## src/rtl/lna_sched_pkg.sv

```systemverilog
// Shared definitions for the LNA scheduler: register map, command entry
// layout, STATUS/CTRL bit positions and FSM state encodings.
package lna_sched_pkg;

  localparam int unsigned LNA_SCHED_ADDR_W = 2;

  typedef enum logic [LNA_SCHED_ADDR_W-1:0] {
    ADDR_CMD    = 2'd0,
    ADDR_STATUS = 2'd1,
    ADDR_CTRL   = 2'd2,
    ADDR_SETTLE = 2'd3
  } reg_addr_e;

  // Entry fields as they appear in a CMD write word
  localparam int unsigned MODE_LSB  = 0;
  localparam int unsigned MODE_W    = 3;
  localparam int unsigned PD_BIT    = 3;
  localparam int unsigned DWELL_LSB = 8;
  localparam int unsigned DWELL_W   = 24;
  localparam int unsigned ENTRY_W   = DWELL_W + 1 + MODE_W;  // 28

  typedef struct packed {
    logic [DWELL_W-1:0] dwell;
    logic               pd;
    logic [MODE_W-1:0]  mode;
  } entry_t;

  // STATUS read layout
  localparam int unsigned STAT_OVF     = 8;
  localparam int unsigned STAT_FULL    = 7;
  localparam int unsigned STAT_EMPTY   = 6;
  localparam int unsigned STAT_BUSY    = 5;
  localparam int unsigned STAT_LEVEL_W = 5;

  // CTRL write bits
  localparam int unsigned CTRL_EN      = 0;
  localparam int unsigned CTRL_FLUSH   = 1;
  localparam int unsigned CTRL_CLR_OVF = 2;

  localparam int unsigned SETTLE_W = 16;

  typedef enum logic [1:0] {
    S_IDLE   = 2'd0,
    S_LOAD   = 2'd1,
    S_SETTLE = 2'd2,
    S_DWELL  = 2'd3
  } state_e;

  function automatic entry_t cmd_to_entry(input logic [31:0] w);
    entry_t e;
    e.mode  = w[MODE_LSB +: MODE_W];
    e.pd    = w[PD_BIT];
    e.dwell = w[DWELL_LSB +: DWELL_W];
    return e;
  endfunction

endpackage

```

## src/rtl/lna_sched_fifo.sv

```systemverilog
// Synchronous command FIFO for the LNA scheduler.
// Ports:
//   i_clk, i_rst      clock, synchronous active-high reset
//   i_push, i_wdata   enqueue request and data (accepted when not full, or
//                     when full with a same-cycle pop)
//   i_pop             dequeue request (ignored when empty)
//   i_flush           empties the FIFO; wins over push/pop
//   o_rdata           head entry (combinational from storage)
//   o_level, o_full, o_empty  occupancy
module lna_sched_fifo #(
  parameter int unsigned DEPTH = 8,
  parameter int unsigned WIDTH = 28
) (
  input  logic                    i_clk,
  input  logic                    i_rst,
  input  logic                    i_push,
  input  logic                    i_pop,
  input  logic                    i_flush,
  input  logic [WIDTH-1:0]        i_wdata,
  output logic [WIDTH-1:0]        o_rdata,
  output logic [$clog2(DEPTH):0]  o_level,
  output logic                    o_full,
  output logic                    o_empty
);

  localparam int unsigned AW = $clog2(DEPTH);

  logic [WIDTH-1:0] r_mem [DEPTH];
  logic [AW-1:0]    r_wr_ptr;
  logic [AW-1:0]    r_rd_ptr;
  logic [AW:0]      r_count;
  logic             w_do_push;
  logic             w_do_pop;

  assign o_full    = (r_count == (AW+1)'(DEPTH));
  assign o_empty   = (r_count == '0);
  assign o_level   = r_count;
  assign o_rdata   = r_mem[r_rd_ptr];
  assign w_do_pop  = i_pop && !o_empty && !i_flush;
  assign w_do_push = i_push && (!o_full || w_do_pop) && !i_flush;

  always_ff @(posedge i_clk) begin
    if (i_rst || i_flush) begin
      r_wr_ptr <= '0;
      r_rd_ptr <= '0;
      r_count  <= '0;
    end else begin
      if (w_do_push) r_wr_ptr <= r_wr_ptr + 1'b1;
      if (w_do_pop)  r_rd_ptr <= r_rd_ptr + 1'b1;
      case ({w_do_push, w_do_pop})
        2'b10:   r_count <= r_count + 1'b1;
        2'b01:   r_count <= r_count - 1'b1;
        default: r_count <= r_count;
      endcase
    end
  end

  always_ff @(posedge i_clk) begin
    if (!i_rst && w_do_push) r_mem[r_wr_ptr] <= i_wdata;
  end

endmodule

```

## src/rtl/lna_sched.sv

```systemverilog
// LNA power/gain scheduler: a small native-bus register file feeding a
// command FIFO that an FSM drains, driving pd/mode with optional power-up
// settle time and per-entry dwell.
// Optional feature macro: LNA_SCHED_IRQ_EN adds output irq.
// Ports:
//   clk, rst              clock, synchronous active-high reset
//   valid, address, wdata, wstrb   bus request (address: 0 CMD, 1 STATUS,
//                         2 CTRL, 3 SETTLE)
//   rdata, ready          one-cycle completion, read data while ready
//   pd, mode              LNA power-down and gain mode
//   busy                  FSM not IDLE
//   irq (optional)        pulse on drain-to-empty completion or new overflow
module lna_sched
  import lna_sched_pkg::*;
#(
  parameter int unsigned FIFO_DEPTH = 8,
  parameter int unsigned SETTLE_RST = 16,
  parameter int unsigned DATA_W     = 32
) (
  input  logic                        clk,
  input  logic                        rst,
  input  logic                        valid,
  input  logic [LNA_SCHED_ADDR_W-1:0] address,
  input  logic [DATA_W-1:0]           wdata,
  input  logic                        wstrb,
  output logic [DATA_W-1:0]           rdata,
  output logic                        ready,
  output logic                        pd,
  output logic [MODE_W-1:0]           mode,
  output logic                        busy
`ifdef LNA_SCHED_IRQ_EN
  ,
  output logic                        irq
`endif
);

  localparam int unsigned LVL_W = $clog2(FIFO_DEPTH) + 1;

  logic                r_ready;
  logic [DATA_W-1:0]   r_rdata;
  logic                r_enable;
  logic                r_ovf;
  logic [SETTLE_W-1:0] r_settle;
  logic                r_pd;
  logic [MODE_W-1:0]   r_mode;
  logic [MODE_W-1:0]   r_pend_mode;
  logic [DWELL_W-1:0]  r_cnt;
  logic [DWELL_W-1:0]  r_dwell_m1;
  state_e              r_state;
  state_e              w_next;

  reg_addr_e           w_addr;
  logic                w_accept;
  logic                w_wr;
  logic                w_ctrl_wr;
  logic                w_push;
  logic                w_pop;
  logic                w_flush;
  logic                w_discard;
  logic [DATA_W-1:0]   w_rd_mux;
  logic [ENTRY_W-1:0]  w_fifo_rdata;
  logic [LVL_W-1:0]    w_level;
  logic                w_full;
  logic                w_empty;
  entry_t              w_entry;
  logic                w_settle_req;
  logic                w_cnt_zero;
  logic [DWELL_W-1:0]  w_dwell_m1;

  // A held valid would otherwise complete twice; accept only when the
  // previous request is not completing this cycle.
  assign w_accept  = valid && !r_ready;
  assign w_addr    = reg_addr_e'(address);
  assign w_wr      = w_accept && wstrb;
  assign w_ctrl_wr = w_wr && (w_addr == ADDR_CTRL);
  assign w_push    = w_wr && (w_addr == ADDR_CMD);
  assign w_flush   = w_ctrl_wr && wdata[CTRL_FLUSH];
  assign w_pop     = (r_state == S_LOAD) && !w_flush;
  assign w_discard = w_push && w_full && !w_pop && !w_flush;

  lna_sched_fifo #(
    .DEPTH (FIFO_DEPTH),
    .WIDTH (ENTRY_W)
  ) u_fifo (
    .i_clk   (clk),
    .i_rst   (rst),
    .i_push  (w_push),
    .i_pop   (w_pop),
    .i_flush (w_flush),
    .i_wdata (ENTRY_W'(cmd_to_entry(wdata[31:0]))),
    .o_rdata (w_fifo_rdata),
    .o_level (w_level),
    .o_full  (w_full),
    .o_empty (w_empty)
  );

  always_comb begin
    w_rd_mux = '0;
    case (w_addr)
      ADDR_STATUS: begin
        w_rd_mux[STAT_OVF]              = r_ovf;
        w_rd_mux[STAT_FULL]             = w_full;
        w_rd_mux[STAT_EMPTY]            = w_empty;
        w_rd_mux[STAT_BUSY]             = busy;
        w_rd_mux[STAT_LEVEL_W-1:0]      = STAT_LEVEL_W'(w_level);
      end
      ADDR_CTRL:   w_rd_mux[CTRL_EN]    = r_enable;
      ADDR_SETTLE: w_rd_mux[SETTLE_W-1:0] = r_settle;
      default:     w_rd_mux = '0;
    endcase
  end

  always_ff @(posedge clk) begin
    if (rst) begin
      r_ready  <= 1'b0;
      r_rdata  <= '0;
      r_enable <= 1'b0;
      r_ovf    <= 1'b0;
      r_settle <= SETTLE_W'(SETTLE_RST);
    end else begin
      r_ready <= w_accept;
      r_rdata <= (w_accept && !wstrb) ? w_rd_mux : '0;
      if (w_ctrl_wr) r_enable <= wdata[CTRL_EN];
      if (w_wr && (w_addr == ADDR_SETTLE)) r_settle <= wdata[SETTLE_W-1:0];
      if (w_discard) r_ovf <= 1'b1;
      else if (w_ctrl_wr && wdata[CTRL_CLR_OVF]) r_ovf <= 1'b0;
    end
  end

  // ---------------- scheduler FSM ----------------
  assign w_entry      = entry_t'(w_fifo_rdata);
  assign w_settle_req = r_pd && !w_entry.pd && (r_settle != '0);
  assign w_cnt_zero   = (r_cnt == '0);
  assign w_dwell_m1   = (w_entry.dwell == '0) ? '0 : w_entry.dwell - 24'd1;

  always_ff @(posedge clk) begin
    if (rst) r_state <= S_IDLE;
    else     r_state <= w_next;
  end

  always_comb begin
    w_next = r_state;
    case (r_state)
      S_IDLE:   if (r_enable && !w_empty) w_next = S_LOAD;
      S_LOAD:   w_next = w_settle_req ? S_SETTLE : S_DWELL;
      S_SETTLE: if (w_cnt_zero) w_next = S_DWELL;
      S_DWELL:  if (w_cnt_zero) w_next = (r_enable && !w_empty) ? S_LOAD : S_IDLE;
      default:  w_next = S_IDLE;
    endcase
    if (w_flush) w_next = S_IDLE;
  end

  // Counters hold "cycles remaining minus one", so a phase ends in the
  // cycle where the counter reads zero.
  always_ff @(posedge clk) begin
    if (rst) begin
      r_pd        <= 1'b1;
      r_mode      <= '0;
      r_pend_mode <= '0;
      r_cnt       <= '0;
      r_dwell_m1  <= '0;
    end else if (w_flush) begin
      r_cnt <= '0;
    end else begin
      case (r_state)
        S_LOAD: begin
          r_pd       <= w_entry.pd;
          r_dwell_m1 <= w_dwell_m1;
          if (w_settle_req) begin
            r_pend_mode <= w_entry.mode;
            r_cnt       <= DWELL_W'(r_settle - 16'd1);
          end else begin
            r_mode <= w_entry.mode;
            r_cnt  <= w_dwell_m1;
          end
        end
        S_SETTLE: begin
          if (w_cnt_zero) begin
            r_mode <= r_pend_mode;
            r_cnt  <= r_dwell_m1;
          end else begin
            r_cnt <= r_cnt - 1'b1;
          end
        end
        S_DWELL: if (!w_cnt_zero) r_cnt <= r_cnt - 1'b1;
        default: ;
      endcase
    end
  end

  assign rdata = r_rdata;
  assign ready = r_ready;
  assign pd    = r_pd;
  assign mode  = r_mode;
  assign busy  = (r_state != S_IDLE);

`ifdef LNA_SCHED_IRQ_EN
  logic r_irq;

  always_ff @(posedge clk) begin
    if (rst) r_irq <= 1'b0;
    else     r_irq <= ((r_state == S_DWELL) && w_cnt_zero && !w_flush && w_empty)
                      || (w_discard && !r_ovf);
  end

  assign irq = r_irq;
`endif

endmodule
```

## config.mk

```make
export PLATFORM = sky130hd
export DESIGN_NAME = lna_sched
export DESIGN_NICKNAME = d
export VERILOG_FILES = /design/src/rtl/lna_sched_pkg.sv /design/src/rtl/lna_sched_fifo.sv /design/src/rtl/lna_sched.sv
export SDC_FILE = /design/constraint.sdc
export NUM_CORES = 1
export LEC_CHECK = 0
export CAP_MARGIN = 0
export CORE_UTILIZATION = 36
export DETAILED_ROUTE_END_ITERATION = 10
export SKIP_LAST_GASP = 1
export SLEW_MARGIN = 20
export SYNTH_ARGS = -nofsm -noshare
export SYNTH_HDL_FRONTEND = slang
export SYNTH_HIERARCHICAL = 1
export SYNTH_SLANG_ARGS = --single-unit
```

## constraint.sdc

```tcl
create_clock -name clk -period 13.27 [get_ports clk]
set_input_delay 3.981 -clock clk [delete_from_list [all_inputs] [get_ports clk]]
set_output_delay 3.981 -clock clk [all_outputs]
set_load 0.03 [all_outputs]
```

### Word-level counts from Yosys, hierarchy flattened

Memory sizes are Yosys's and may differ from the RTL's. A register that Yosys moved wholly into a read port is not among the register bits.
Index checks and enable logic that the tools add are counted.

* memories: 1
* bits in writable memories: 224
* input bits: 38
* flip-flop bits (word level): 118
* word-level logic and storage cells: 113
* output and inout port bits: 38

* mux-type cells: 23
* bitwise logic cells: 3
* equality and inequality tests: 14
* $add $sub $neg: 7
* reduce and logical (&&, ||, !) cells: 49

Memory list
* u_fifo.r_mem: depth 8, width 28, rd ports 1, clocked after Yosys merged registers in 1, wr ports 1, line lna_sched_fifo.sv:28 `logic [WIDTH-1:0] r_mem [DEPTH];`

Operators with widths (count)
* $mux W24: 4
* $pmux W24 S3: 1
* $logic_not A24 Y1: 2
* $sub A24 B1 Y24 const B: 2
* $logic_and A1 B1 Y1: 20
* $sub A16 B1 Y17 const B: 1
* $pmux W8 S2: 1
* $reduce_bool A16 Y1: 1
* $mux W3: 4
* $eq A2 B2 Y1 const B: 5
* $ne A2 B2 Y1 const B: 5
* $logic_not A1 Y1: 8
* $pmux W2 S4: 1
* $pmux W4 S2: 1
* $reduce_bool A2 Y1: 4
* $add A3 B1 Y3 const B: 2
* $eq A2 B1 Y1 const B: 3
* $mux W1: 6
* $mux W2: 3
* $pmux W3 S2: 1
* $reduce_and A3 Y1: 2
* $add A4 B1 Y4 const B: 1
* $eq A4 B4 Y1 const B: 1
* $logic_not A2 Y1: 2
* 10 further kinds: 15

### Logic depth before layout (Yosys ltp)

Gate-level depths: netlist of the first run.

* depth after elaboration: 15
* gate-level depth with buffers: 15
* gate-level depth less buffers: 13

### Hierarchy

Netlist of the first run, hierarchy kept.

Modules (own cells, without submodules)
* lna_sched_fifo: sequential area each 6986.7 um^2, area an instance 9152.5 um^2, cells an instance 403, instances 1
* lna_sched: sequential area each 1841.8 um^2, area an instance 5460.2 um^2, cells an instance 715, instances 1

### Worst setup path before layout of the first run

Ideal clock, no wire load.

* kind: input port to flip-flop
* from: input valid
* to: memory u_fifo.r_mem[0][0], enable pin
* library setup time: 0.448 ns
* data arrival time: 7.497 ns
* data required time: 12.822 ns
* path buffers: 2
* path slack: 5.325 ns
* stages: 9
* cells stage by stage: and3b_1 > clkbuf_1 > nand3_1 > nand2_1 > clkbuf_1 > inv_1 > o21ai_4 > or3_1 > nor3_1

* word-level cells in the longest chain between the ends: 14
* elaborated cells on any way between the ends: 15
* classes of those cells: 2 x mux; 13 x reduce/logical

Ends and longest elaborated chain
* from (decl): line lna_sched.sv:22 `input logic valid,`
* $logic_and A1 B1 Y1: line lna_sched.sv:72 `assign w_accept = valid && !r_ready;`
* $logic_and A1 B1 Y1: line lna_sched.sv:74 `assign w_wr = w_accept && wstrb;`
* $logic_and A1 B1 Y1: line lna_sched.sv:75 `assign w_ctrl_wr = w_wr && (w_addr == ADDR_CTRL);`
* $logic_and A1 B1 Y1: line lna_sched.sv:77 `assign w_flush = w_ctrl_wr && wdata[CTRL_FLUSH];`
* $logic_not A1 Y1: line lna_sched.sv:78 `assign w_pop = (r_state == S_LOAD) && !w_flush;`
* $logic_and A1 B1 Y1: line lna_sched.sv:78
* net w_pop: line lna_sched.sv:57 `logic w_pop;`
* $logic_and A1 B1 Y1 (2 in a row): line lna_sched_fifo.sv:39 `assign w_do_pop = i_pop && !o_empty && !i_flush;`
* $logic_or A1 B1 Y1: line lna_sched_fifo.sv:40 `assign w_do_push = i_push && (!o_full || w_do_pop) && !i_flush;`
* $logic_and A1 B1 Y1 (2 in a row): line lna_sched_fifo.sv:40
* $logic_and A1 B1 Y1: line lna_sched_fifo.sv:59 `if (!i_rst && w_do_push) r_mem[r_wr_ptr] <= i_wdata;`
* $mux W1: line lna_sched_fifo.sv:59
* $mux W1 (not written as such): line lna_sched_fifo.sv:59
* to (decl): line lna_sched_fifo.sv:28

The timed path passes the listed nets, and every way through them passes these cells.

### Final worst setup path of the first run

* from: input address[1]
* to: register u_fifo.r_count[3], in the netlist u_fifo/o_level[3]

* word-level cells in the longest chain between the ends: 12
* elaborated cells on any way between the ends: 17
* classes of those cells: 3 x eq/ne; 1 x mux; 13 x reduce/logical

Ends and longest elaborated chain
* from (decl): line lna_sched.sv:23 `input logic [LNA_SCHED_ADDR_W-1:0] address,`
* $eq A2 B2 Y1 *: line lna_sched.sv:75
* $logic_and A1 B1 Y1 *: line lna_sched.sv:75
* $logic_and A1 B1 Y1 *: line lna_sched.sv:77
* $logic_not A1 Y1 *: line lna_sched.sv:78
* $logic_and A1 B1 Y1 *: line lna_sched.sv:78
* net w_pop: line lna_sched.sv:57
* $logic_and A1 B1 Y1 * (2 in a row): line lna_sched_fifo.sv:39
* $logic_or A1 B1 Y1: line lna_sched_fifo.sv:40
* $logic_and A1 B1 Y1 (2 in a row): line lna_sched_fifo.sv:40
* $eq A2 B1 Y1 or $eq A2 B2 Y1 (tied branches): line lna_sched_fifo.sv:50 `case ({w_do_push, w_do_pop})`
* $pmux W4 S2 or $reduce_bool A2 Y1 (tied branches)
* to (signal assigned): line lna_sched_fifo.sv:51 `2'b10: r_count <= r_count + 1'b1;`
* to (signal assigned): line lna_sched_fifo.sv:52 `2'b01: r_count <= r_count - 1'b1;`
* to (signal assigned): line lna_sched_fifo.sv:53 `default: r_count <= r_count;`
* to (decl): line lna_sched_fifo.sv:31 `logic [AW:0] r_count;`

Mark *: on every way through the listed nets, which the timed path passes. The rest lies on a longest branch.
A chain may end at the register's enable or synchronous reset.

==> results.json, run 1 <==
{
  "gp_congestion": 0.867,
  "post_cts_buffers": 0,
  "die_h_um": 203,
  "drive_gt1_share_pct": 14.5,
  "hold_viol": 0,
  "period_needed_ns": 6.99,
  "tritoncts": "done",
  "filler_cell_count": 3676,
  "hp-class": "flip-flop to flip-flop",
  "synth_seq_area_share_pct": 60.4,
  "seq_area_mm2": 0.00883,
  "fin_cells": 1721,
  "pwr-share-comb_pct": 25.8,
  "grt_max_degree": 57,
  "path_class": "primary input to flip-flop",
  "async_flop_share_pct": 0,
  "clkPwrFrac_pct": 32.1,
  "vias": 9341,
  "rows": 73,
  "clockBufferDepth": 3,
  "synth-edff-count": 224,
  "multiInputGateArea_mm2": 0.00541,
  "wl_per_cell_um": 20.1,
  "synth-xor-area-share_pct": 3.18,
  "seq_power_share_pct": 42.1,
  "first_pass_iters": 5,
  "drc": 0,
  "power_density_mw_per_mm2": 175,
  "clkTransAtPathRegs_ns": 0.06,
  "cts.htree.levels": 2,
  "tightestPinTransition_ns": 1.04,
  "ant_nets": 0,
  "root_buffer": "clkbuf_16",
  "holdBufCountCts": 0,
  "routed_wirelength_mm": 34.6,
  "setup_viol": 0,
  "dp_cells": 1656,
  "p_int_mw": 1.98,
  "dieWidth_um": 203,
  "synth_top_cell_by_area": "edfxtp_1",
  "synth_most_common_cell": "edfxtp_1",
  "clock_latency_ns": 0.54,
  "syn_avg_cell_area_um2": 13.1,
  "via_per_inst": 5.43,
  "syn2layout_area_growth_pct": 15.0,
  "pin_count": 76,
  "skew_ns": 0.0154,
  "drt-initial-drc-count": 756,
  "synth_top_family_by_area": "multiplexers",
  "core_area_mm2": 0.0399,
  "synth_compound_area_share_pct": 8.73,
  "drv_cap": 0,
  "synth_area_leaders": "edfxtp_1 (46%), dfxtp_1 (14%), mux4_2 (7.2%), nor2_1 (2.5%), a21oi_1 (2.5%)",
  "synth-seq-cells": 329,
  "ys_types": 76,
  "place.port_buffers": 59,
  "synth_common_cells": "edfxtp_1 (224), dfxtp_1 (105), nor2_1 (98)",
  "outcome": "complete, no violations",
  "maxSlewViolCount": 0,
  "netlist.area_leader.share_pct": 46.0,
  "syn_inst": 1118,
  "die-area_mm2": 0.0414,
  "antenna_found_initial": 2,
  "gr-total-overflow": 0,
  "hpwl_mm": 22.3,
  "synth-simple-area-share_pct": 11.2,
  "swShare_pct": 32.5,
  "total_power_mw": 2.93,
  "cts_resized": 0,
  "peakVddDrop_v": 0.000105,
  "finalSetupTns_ns": 0,
  "netlist_area_mm2": 0.0146,
  "worstSetupStartpointType": "primary input",
  "synthMuxAreaShare_pct": 11.7,
  "cp.arrival_ns": 7.40,
  "ys.flop_type": "edfxtp_1",
  "cp_max_fo": 42,
  "grt_pass1_wl_mm": 53.8,
  "cts_sinks": 329,
  "cts_inserted_buffers": 36,
  "fmax_mhz": 143,
  "max_slew_margin_pct": 30.4,
  "required_ns": 13.68,
  "initial_core_util_pct": 36.6,
  "grt_usage_pct": 16.9,
  "leakagePower_nw": 5.47,
  "grt_pass1_vias": 9215,
  "nets": 1224,
  "rsz0062_at_grt": "false",
  "min_period_over_period_pct": 52.7,
  "p_sw_mw": 0.954,
  "ys_warn_count": 6,
  "worstSetupEndpointType": "flip-flop",
  "r2r_slack_ns": 8.65,
  "synthAdderAreaFrac_pct": 1.42
}
[final timing paths]
path                                           to  depth (start not counted)           start
worst min register to register     r_dwell_m1[12]                          2  r_dwell_m1[12]
worst max-delay path            u_fifo/o_level[3]                         14      address[1]
worst min-delay path               r_dwell_m1[12]                          2  r_dwell_m1[12]
worst max register to register          r_cnt[20]                         11       flip-flop
[power by group through the flow]
| stage | logic (mW) | clock network (mW) | registers, mW |
|---|---|---|---|
| global route | 0.832 | 1.00 | 1.24 |
| floorplan | 0.548 | 0 | 1.23 |
| global placement | 0.743 | 0 | 1.25 |
| finish | 0.757 | 0.941 | 1.24 |
| CTS | 0.746 | 0.967 | 1.23 |
| detailed placement | 0.739 | 0 | 1.25 |
[state kept, by name, indices dropped and copies added (netlist names), 3 cells and up, named ones only]
| name | cells |
|---|---|
| r_dwell_m1 | 24 |
| u_fifo/o_level | 4 |
| rdata | 16 |
| r_cnt | 24 |
| u_fifo/r_wr_ptr | 3 |
| u_fifo/r_rd_ptr | 3 |
| mode | 3 |
| r_settle | 16 |
| r_pend_mode | 3 |
| u_fifo/r_mem | 224 |
[through the flow]
step                      util, %  cell area, um^2  setup slack [ns]  hold WS (ns)
after global placement       39.3            15700              5.77         0.445
after detailed placement     39.3            15700              5.77         0.450
after floorplan                 -            14700              5.32         0.433
after global routing         42.1            16800              5.95         0.476
final                        42.1            16800              6.28         0.461
after CTS                    42.0            16800              6.29         0.461
[worst max-delay path: stages]
cell,delay [ns]
clkdlybuf4s50_1,0.59
nor2b_1,0.33
nand3_1,0.22
nand2_1,0.13
buf_4,0.36
inv_1,0.30
o21ai_4,0.26
or2_1,0.13
ha_1,0.24
ha_1,0.30
a21oi_1,0.17
a211oi_1,0.11
o21ai_0,0.17
o31ai_1,0.09
[logic make-up after synthesis]
kind of cell / Yosys count
AOI/OAI and AO/OA: 205
xor gates and xnor gates: 53
adders and majority gates: 16
buffers and inverters: 97
DFF: 329
muxes: 93
other: 1
and+or+nand+nor: 324
[per-layer routing]
metal	vias to the layer above	wire, um	track usage (%)
met5	-	0	0
met4	0	748	4.99
met3	53	1770	2.56
met2	290	16300	26.9
met1	4671	15800	23.9
li1	4327	-	-
[final cells by class]
| type | instances | share of cell area (%) |
|---|---|---|
| Timing Repair Buffer | 75 | 4.32 |
| Clock inverter | 12 | 0.514 |
| Multi-Input combinational cell | 707 | 32.2 |
| Sequential cell | 329 | 52.5 |
| Clock buffer | 51 | 6.06 |
| Tap cell | 525 | 3.91 |
| Antenna cell | 1 | 0.0149 |
| Inverter | 21 | 0.469 |
[layout by cell type (no fill, tap or decap), types with 6 or more instances in the layout]
cell / instances
nand3_1: 16
nand2_1: 72
edfxtp_1: 224
inv_1: 20
o21ai_0: 53
or3_1: 6
nor2_4: 6
or4_1: 6
o21a_1: 7
clkdlybuf4s50_1: 58
and2_1: 9
mux4_1: 9
a21oi_1: 73
mux2_2: 32
a22o_1: 10
mux4_2: 47
nor4_1: 20
a31oi_1: 9
a22oi_1: 10
clkbuf_1: 10
clkinv_1: 6
dfxtp_1: 103
nand4_1: 11
nor3_1: 40
ha_1: 15
clkbuf_16: 37
xor2_1: 34
a211oi_1: 6
xnor2_1: 19
conb_1: 16
nor2_1: 91
nand2b_1: 6
buf_4: 15
Note: power is estimated with default switching activity, not from simulation.
==> run 2, diff against run 1 <==
==> constraint.sdc (replaced) <==
create_clock -name clk -period 6.4 [get_ports clk]
set_input_delay 1.92 -clock clk [delete_from_list [all_inputs] [get_ports clk]]
set_output_delay 1.92 -clock clk [all_outputs]
set_load 0.03 [all_outputs]
==> run 2 against run 1 <==
Compared with the run above:
- critical path depth is 5 lower
- cell area is 0.27% higher
- total power is 110% higher
- routed wire length is 0.83% higher
- utilization is 0.11 points higher
- clock power is 110% higher
- first-iteration DRC count is 2.6% lower
- non-clock buffer count is 6 higher
- sequential power is 110% higher
- die area stayed put
- global-route usage is 0.083 points higher
- critical path type unchanged
- critical endpoint is now u_fifo/r_mem[3][5]
- highest routed layer unchanged
==> results.json, run 2 (same netlist as run 1, synthesis figures left out) <==
{
  "grt_pass1_vias": 9198,
  "period_needed_ns": 4.55,
  "top_regs": "u_fifo/r_mem: 224 flops, r_cnt: 24 flops, r_dwell_m1: 24 flops",
  "grt_pass1_wl_mm": 54.2,
  "maxSlewViolCount": 0,
  "worstSetupStartpointType": "primary input",
  "crit_chain": "clkdlybuf4s50_1 -> nor2b_1 -> nand3_1 -> nand2_1 -> inv_1 -> o21ai_4 -> or3_1 -> nor2_4 -> buf_4",
  "cp_max_fo": 18,
  "drt-initial-drc-count": 736,
  "seq_power_share_pct": 41.7,
  "hold_viol": 0,
  "finalSetupTns_ns": 0,
  "min_period_over_period_pct": 71.1,
  "leakagePower_nw": 5.50,
  "grtUsageMet2_pct": 27.5,
  "busiest_layer": "met2",
  "place.port_buffers": 59,
  "grt_max_degree": 56,
  "tightestPinTransition_ns": 1.08,
  "outcome": "complete, no violations",
  "clock_latency_ns": 0.53,
  "pwr-share-comb_pct": 25.9,
  "nets": 1230,
  "use_met3_pct": 2.75,
  "p_sw_mw": 1.99,
  "skew_ns": 0.0199,
  "cts_resized": 0,
  "initial_core_util_pct": 36.6,
  "max_stage_delay_ns": 0.53,
  "final_cell_mix": "edfxtp_1 (224), dfxtp_1 (103), nor2_1 (91), a21oi_1 (73), nand2_1 (72)",
  "syn2layout_area_growth_pct": 15.3,
  "swShare_pct": 32.4,
  "clkPwrFrac_pct": 32.4,
  "path_class": "primary input to flip-flop",
  "cp.arrival_ns": 4.78,
  "slowest_stage": "or3_1",
  "largest_register_ffs": 224,
  "routed_wirelength_mm": 34.9,
  "holdBufCountCts": 0,
  "largest-register": "u_fifo/r_mem",
  "antenna_found_initial": 0,
  "root_buffer": "clkbuf_16",
  "via_per_inst": 5.43,
  "die_h_um": 203,
  "rsz0062_at_grt": "false",
  "cts.htree.levels": 2,
  "grt.met1_usage_pct": 23.6,
  "clkTransAtPathRegs_ns": 0.06,
  "required_ns": 6.63,
  "holdWs_ns": 0.461,
  "drive_gt1_share_pct": 14.9,
  "max_slew_margin_pct": 28.3,
  "cts_sinks": 329,
  "p_int_mw": 4.15,
  "clockBufferDepth": 3,
  "tritoncts": "done",
  "rows": 73,
  "worstSetupEndpointType": "flip-flop",
  "post_cts_buffers": 0,
  "final_common_cell": "edfxtp_1",
  "hp-class": "flip-flop to flip-flop",
  "cts_inserted_buffers": 36,
  "drc": 0,
  "vias": 9377,
  "wl_per_cell_um": 20.2,
  "setup_viol": 0,
  "fmax_mhz": 220,
  "gp_congestion": 0.843,
  "ant_nets": 0,
  "gr-total-overflow": 0,
  "drv_cap": 0,
  "grt_usage_pct": 17.0,
  "post-route-util_pct": 42.2,
  "core_area_mm2": 0.0399,
  "peakVddDrop_v": 0.000213,
  "first_pass_iters": 6,
  "dp_slack_ns": 1.31,
  "hpwl_mm": 23.0,
  "power_density_mw_per_mm2": 365,
  "dieWidth_um": 203,
  "worst_slack_ns": 1.85,
  "die-area_mm2": 0.0414,
  "pin_count": 76
}
run 2: cell count changes in the layout (fill, tap and decap cells not counted), sizes merged:
cell	change
buf	+6
bufinv	+3
clkbuf	-7
clkinv	+4
run 2: worst max-delay path: cells and delay by family:
kind                   cells  cell delay [ns]
and+or+nand+nor            5             1.56
buffers and inverters      3             1.16
AOI/OAI and AO/OA          1             0.13
run 2: power groups by stage:
stage                     Combinational (mW)  Clock (mW)  Sequential [mW]
after floorplan                         1.14           0             2.56
after global placement                  1.56           0             2.60
after detailed placement                1.57           0             2.60
after CTS                               1.58        2.04             2.56
after global routing                    1.75        2.12             2.58
final                                   1.59        1.99             2.56
run 2: final timing paths:
check	depth (start not counted)	slack, ns	startpoint	end
hold reg to reg	2	0.46	r_dwell_m1[9]	r_dwell_m1[9]
setup reg to reg	9	2.07	flip-flop	r_cnt[16]
setup / recovery	9	1.85	address[1]	u_fifo/r_mem[3][5]
hold / removal	2	0.46	r_dwell_m1[9]	r_dwell_m1[9]
run 2: layout make-up:
type | instances | area [um^2]
tap | 525 | 657
antenna | 1 | 2.50
clock inverter | 19 | 194
clock buffer | 44 | 931
sequential | 329 | 8830
fill | 3665 | 23100
timing repair buffer | 81 | 751
multi-input combinational | 707 | 5410
inverter | 21 | 78.8
run 2: routing by layer:
metal	up-vias	routed length [um]
li1	4350	-
met1	4715	16000
met2	264	16600
met3	48	1580
met4	0	651
met5	-	0
run 2: through the flow:
stage	instance area, um^2	std cells	power [mW]
floorplan	14700	1133	3.70
global placement	15700	1663	4.15
detailed placement	15700	1663	4.17
CTS	16900	1726	6.18
global route	16900	1726	6.45
finish	16900	1727	6.15
